===== src/rtl/stage_if.sv =====
// stage_if: instruction fetch over a shared 8-bit memory port.
// Owns the PC, assembles four LE bytes, hands {pc, inst} to decode.
module stage_if #(
  parameter logic [31:0] RESET_PC = 32'h0000_0000,
  parameter logic [31:0] NOP      = 32'h0000_0013
) (
  input  logic        clk,
  input  logic        reset,
  input  logic [5:0]  stall,
  output logic        stall_if,
  input  logic        br,
  input  logic [31:0] br_addr,
  input  logic        mem_grant,
  output logic        mem_req,
  output logic [31:0] mem_addr,
  input  logic [7:0]  mem_din,
  output logic [31:0] if_pc,
  output logic [31:0] if_inst
);

  typedef enum logic [1:0] {
    IDLE,
    FETCH,
    HOLD
  } state_t;

  state_t      state;
  state_t      state_d;
  logic [2:0]  cnt;
  logic [2:0]  cnt_d;
  logic [31:0] pc;
  logic [31:0] pc_d;
  logic [31:0] inst;
  logic [31:0] inst_d;
  logic [31:0] addr_d;
  logic [31:0] ipc_d;
  logic [31:0] iinst_d;
  logic [31:0] word;
  logic        take_br;
  logic        unused_stall;

  assign unused_stall = ^stall[5:3];
  assign take_br = br && !stall[2];
  assign word = {mem_din, inst[23:0]};

  // Handshake outputs; forced low while reset is held.
  assign mem_req = reset && (state != HOLD);
  assign stall_if = reset &&
    ((state == IDLE) ||
     ((state == FETCH) && (cnt != 3'd4)));

  // Next-state, PC, fetch address and output register.
  always_comb begin
    state_d = state;
    cnt_d   = cnt;
    pc_d    = pc;
    inst_d  = inst;
    addr_d  = mem_addr;
    ipc_d   = if_pc;
    iinst_d = stall[1] ? if_inst : NOP;
    if (take_br) begin
      state_d = IDLE;
      cnt_d   = 3'd0;
      pc_d    = br_addr;
    end else begin
      unique case (state)
        IDLE: begin
          if (mem_grant && !stall[0]) begin
            addr_d  = pc;
            cnt_d   = 3'd0;
            state_d = FETCH;
          end
        end
        FETCH: begin
          if (!mem_grant) begin
            state_d = IDLE;
            cnt_d   = 3'd0;
            inst_d  = '0;
          end else begin
            if (cnt <= 3'd2)
              addr_d = pc + {29'd0, cnt} + 32'd1;
            case (cnt)
              3'd1: inst_d[7:0]   = mem_din;
              3'd2: inst_d[15:8]  = mem_din;
              3'd3: inst_d[23:16] = mem_din;
              default: ;
            endcase
            if (cnt == 3'd4) begin
              inst_d = word;
              cnt_d  = 3'd0;
              if (!stall[1]) begin
                ipc_d   = pc;
                iinst_d = word;
                pc_d    = pc + 32'd4;
                state_d = IDLE;
              end else begin
                state_d = HOLD;
              end
            end else begin
              cnt_d = cnt + 3'd1;
            end
          end
        end
        HOLD: begin
          if (!stall[1]) begin
            ipc_d   = pc;
            iinst_d = inst;
            pc_d    = pc + 32'd4;
            state_d = IDLE;
          end
        end
        default: state_d = IDLE;
      endcase
    end
  end

  // State and datapath registers.
  always_ff @(posedge clk or negedge reset) begin
    if (!reset) begin
      state    <= IDLE;
      cnt      <= 3'd0;
      pc       <= RESET_PC;
      inst     <= '0;
      mem_addr <= '0;
      if_pc    <= '0;
      if_inst  <= NOP;
    end else begin
      state    <= state_d;
      cnt      <= cnt_d;
      pc       <= pc_d;
      inst     <= inst_d;
      mem_addr <= addr_d;
      if_pc    <= ipc_d;
      if_inst  <= iinst_d;
    end
  end

endmodule


===== config.mk =====
export PLATFORM = sky130hd
export DESIGN_NAME = stage_if
export DESIGN_NICKNAME = d
export VERILOG_FILES = /design/src/rtl/stage_if.sv
export SDC_FILE = /design/constraint.sdc
export NUM_CORES = 1
export LEC_CHECK = 0
export ABC_AREA = 1
export BUFFER_PORTS_ARGS = -buffer_cell sky130_fd_sc_hd__buf_2
export CAP_MARGIN = 5
export CORE_MARGIN = 1
export CORE_UTILIZATION = 51
export DETAILED_ROUTE_END_ITERATION = 12
export PLACE_DENSITY_LB_ADDON = 0.25
export SLEW_MARGIN = 10
export SYNTH_ARGS = -nofsm -noshare
export SYNTH_HDL_FRONTEND = slang
export SYNTH_SLANG_ARGS = --single-unit

===== constraint.sdc =====
create_clock -name clk -period 1.95 [get_ports clk]
set_input_delay 0 -clock clk [delete_from_list [all_inputs] [get_ports clk]]
set_output_delay 0 -clock clk [all_outputs]
set_load 0.1 [all_outputs]

==> results.py <==
metrics = {
    "finish": {
        "nFillCells": 1370,
        "final_nets": 1376,
        "area_growth_pct": 30.4,
        "drive_above_1_share": 0.210,
        "fin_cells": 1541,
        "antenna_cells": 0,
    },
    "timing": {
        "hold_viol": 0,
        "fin_ws_ns": 0.0456,
        "tightest_slew_ns": 0.523,
        "drv_slew": 0,
        "finClkSkew_ns": 0.0105,
        "min_period_ns": 1.90,
        "finalSetupTns_ns": 0,
        "holdWs_ns": 0.0435,
        "maxSlewHeadroom": 0.654,
        "fmax_mhz": 525,
        "final-setup-viol-count": 0,
        "rsz0062_at_grt": "yes",
        "period_share": 0.977,
    },
    "detailed_routing": {
        "drt-wirelength-per-cell_um": 15.9,
        "drt_first_pass_iters": 5,
        "dr.first_iter.drc_count": 508,
        "drc": 0,
        "drtAntennaViolNets": 0,
        "routed_wl_mm": 24.5,
        "avgViaCountPerCell": 5.17,
        "dr_total_vias": 7962,
    },
    "synthesis": {
        "synth_top_family_by_area": "simple AND/OR/NAND/NOR gates",
        "synthAdderAreaFrac": 0.0221,
        "synth_top_area_frac": 0.489,
        "yosysMostFrequentCell": "nand2_1",
        "ys_top_cells_by_count": "391 x nand2_1, 162 x dfrtp_1, 113 x nor2_1",
        "yosysTopAreaCell": "dfrtp_1",
        "muxShareOfSynthArea": 0,
        "async_flop_share": 1.00,
        "ys_seq_elements": 165,
        "synthSimpleGateAreaFrac": 0.308,
        "synth_flop_cell": "dfrtp_1",
        "synth-compound-area-share": 0.0950,
        "synth_area_leaders": "dfrtp_1 49%, nand2_1 18%, nand3_1 6.2%",
        "syn_area_per_cell_sq_um": 7.60,
        "syn-num-nets": 1154,
        "synth-edff-count": 0,
        "synth_warnings": 0,
        "ys_types": 31,
        "ys_seq_area_frac": 0.499,
        "synthXorXnorAreaFrac": 0.0159,
        "netlist_area_sq_um": 8280,
        "syn_inst": 1090,
    },
    "die": {
        "die_area_sq_um": 16800,
        "dieHeight_um": 129,
        "initial_core_util": 0.521,
        "ioPinCount": 148,
        "core_sq_um": 15900,
        "die_w_um": 129,
        "rows": 46,
    },
    "global_route": {
        "grt_pass1_wl_mm": 39.0,
        "grt_pass1_vias": 7731,
        "antenna_found_initial": 0,
        "grt_overflow_total": 0,
        "grt_util_all_layers": 0.308,
        "grt_max_degree": 67,
    },
    "placement": {
        "dp_slack_ns": -0.124,
        "place_inst": 1462,
        "io_buffers": 144,
        "dp_hpwl_mm": 17.6,
        "gp_congestion": 0.945,
    },
    "worst_setup_path": {
        "critPathSlowestCell": "dfrtp_1",
        "crit_family": "adder cells",
        "crit_chain": "inv_2, ha_4, inv_2, fa_2, nand3_2, nand2_4, buf_6, buf_4, nand3_2, nor2_2, nand2_1, nand2_1, nand3_1, nand2_1",
        "end_kind": "flip-flop",
        "path_common_cell": "nand2_1",
        "arrival_ns": 2.24,
        "cp.required_ns": 2.28,
        "crit_path_start_kind": "flip-flop",
        "cpPeakStageDelay_ns": 0.39,
        "critPathBufInv": 4,
        "crit_fanout": 3,
        "critical_path_class": "flip-flop to flip-flop",
    },
    "power": {
        "vdd_drop_max_v": 0.00105,
        "cellLeakagePower_nw": 5.37,
        "p_per_area_nw_per_um2": 1730,
        "power_mw": 18.7,
    },
    "clock_tree": {
        "cts_tree": "built",
        "clock-sinks": 165,
        "cts_buffer_depth": 2,
        "cts_made_buffers": 17,
        "cts.clk_slew.worst_paths_ns": 0.07,
        "htreeDepth": 4,
        "clock-root-buffer": "clkbuf_16",
        "clkLatencyLatePin_ns": 0.44,
    },
    "job": {
        "max-cap-violations": 0,
    },
    "outcome": {
        "status": "finished, final reports clean",
    },
    "worst_hold_path": {
        "hold_class": "input port to async pin",
    },
}
[flip-flops by register name (all words and copies together), names as in the netlist]
name      cells
cnt           3
if_inst      32
if_pc        32
inst         32
mem_addr     32
pc           32
state         2
[logic make-up after synthesis]
kind of cell | Yosys count
DFF | 165
and+or+nand+nor | 624
AOI/OAI and AO/OA | 148
adders and majority gates | 14
buffers and inverters | 124
xor gates and xnor gates | 15
[cells in the final DEF (no fill, tap or decap), drive strengths merged, types with 7 or more instances in the layout]
cell type    synthesis  routed
o22ai                7       7
xor2                13      13
nor2               121     121
o21ai               86      86
dlygate4sd3          0      44
dfrtp              162     162
nand3              102     102
nand2              391     391
ha                  13      13
clkbuf              16      18
buf                 21     196
inv                 87      94
a21oi               46      46
nand4                7       7
[per-layer routing]
layer  share of wire  global-route usage
met5               0                   0
met4           0.031               0.127
met3           0.056              0.0566
met2            0.49               0.525
met1            0.43               0.386
[final cells by class]
type                       instances  area [sq um]  area share
tap                              216           270      0.0250
timing repair buffer             240          1690       0.156
sequential                       165          4130       0.383
clock inverter                    14           160      0.0148
inverter                          87           327      0.0302
clock buffer                      18           439      0.0407
multi-input combinational        801          3780       0.350
[what timing repair did]
item	CTS	global route
hold endpoints to repair	234	0
pin swaps	1	8
resized for setup	7	34
hold buffers	44	0
setup buffers	1	1
gates cloned	0	1
setup endpoints to repair	20	75
[report_power, final]
part	switching (mW)	leakage, nW	total, mW	internal, mW
clock	1.60	0.286	3.35	1.75
sequential	0.924	2.11	5.54	4.62
combinational	7.74	2.98	9.78	2.04
total	10.3	5.37	18.7	8.41
[path summary, 6_finish.rpt]
kind / from / cells past startpoint / end / slack, ns
max in group asynchronous: reset / 3 / if_inst[1]$_DFF_PN1_ / 1.16
setup reg to reg: pc[0]$_DFFE_PN0P_ / 14 / mem_addr[26]$_DFFE_PN0P_ / 0.05
setup / recovery: pc[0]$_DFFE_PN0P_ / 14 / mem_addr[26]$_DFFE_PN0P_ / 0.05
min in group clk: br / 4 / inst[25]$_DFFE_PN0P_ / 0.05
hold reg to reg: mem_addr[0]$_DFFE_PN0P_ / 2 / mem_addr[0]$_DFFE_PN0P_ / 0.47
hold / removal: reset / 2 / pc[2]$_DFFE_PN0P_ / 0.04
[through the flow]
stage | area [sq um] | utilization
5_1_grt | 10800 | 0.680
2_1_floorplan | 8280 | -
3_3_place_gp | 9600 | 0.604
4_1_cts | 10700 | 0.671
3_5_place_dp | 9600 | 0.604
6_report | 10800 | 0.680
(Power assumes the default switching activity.)
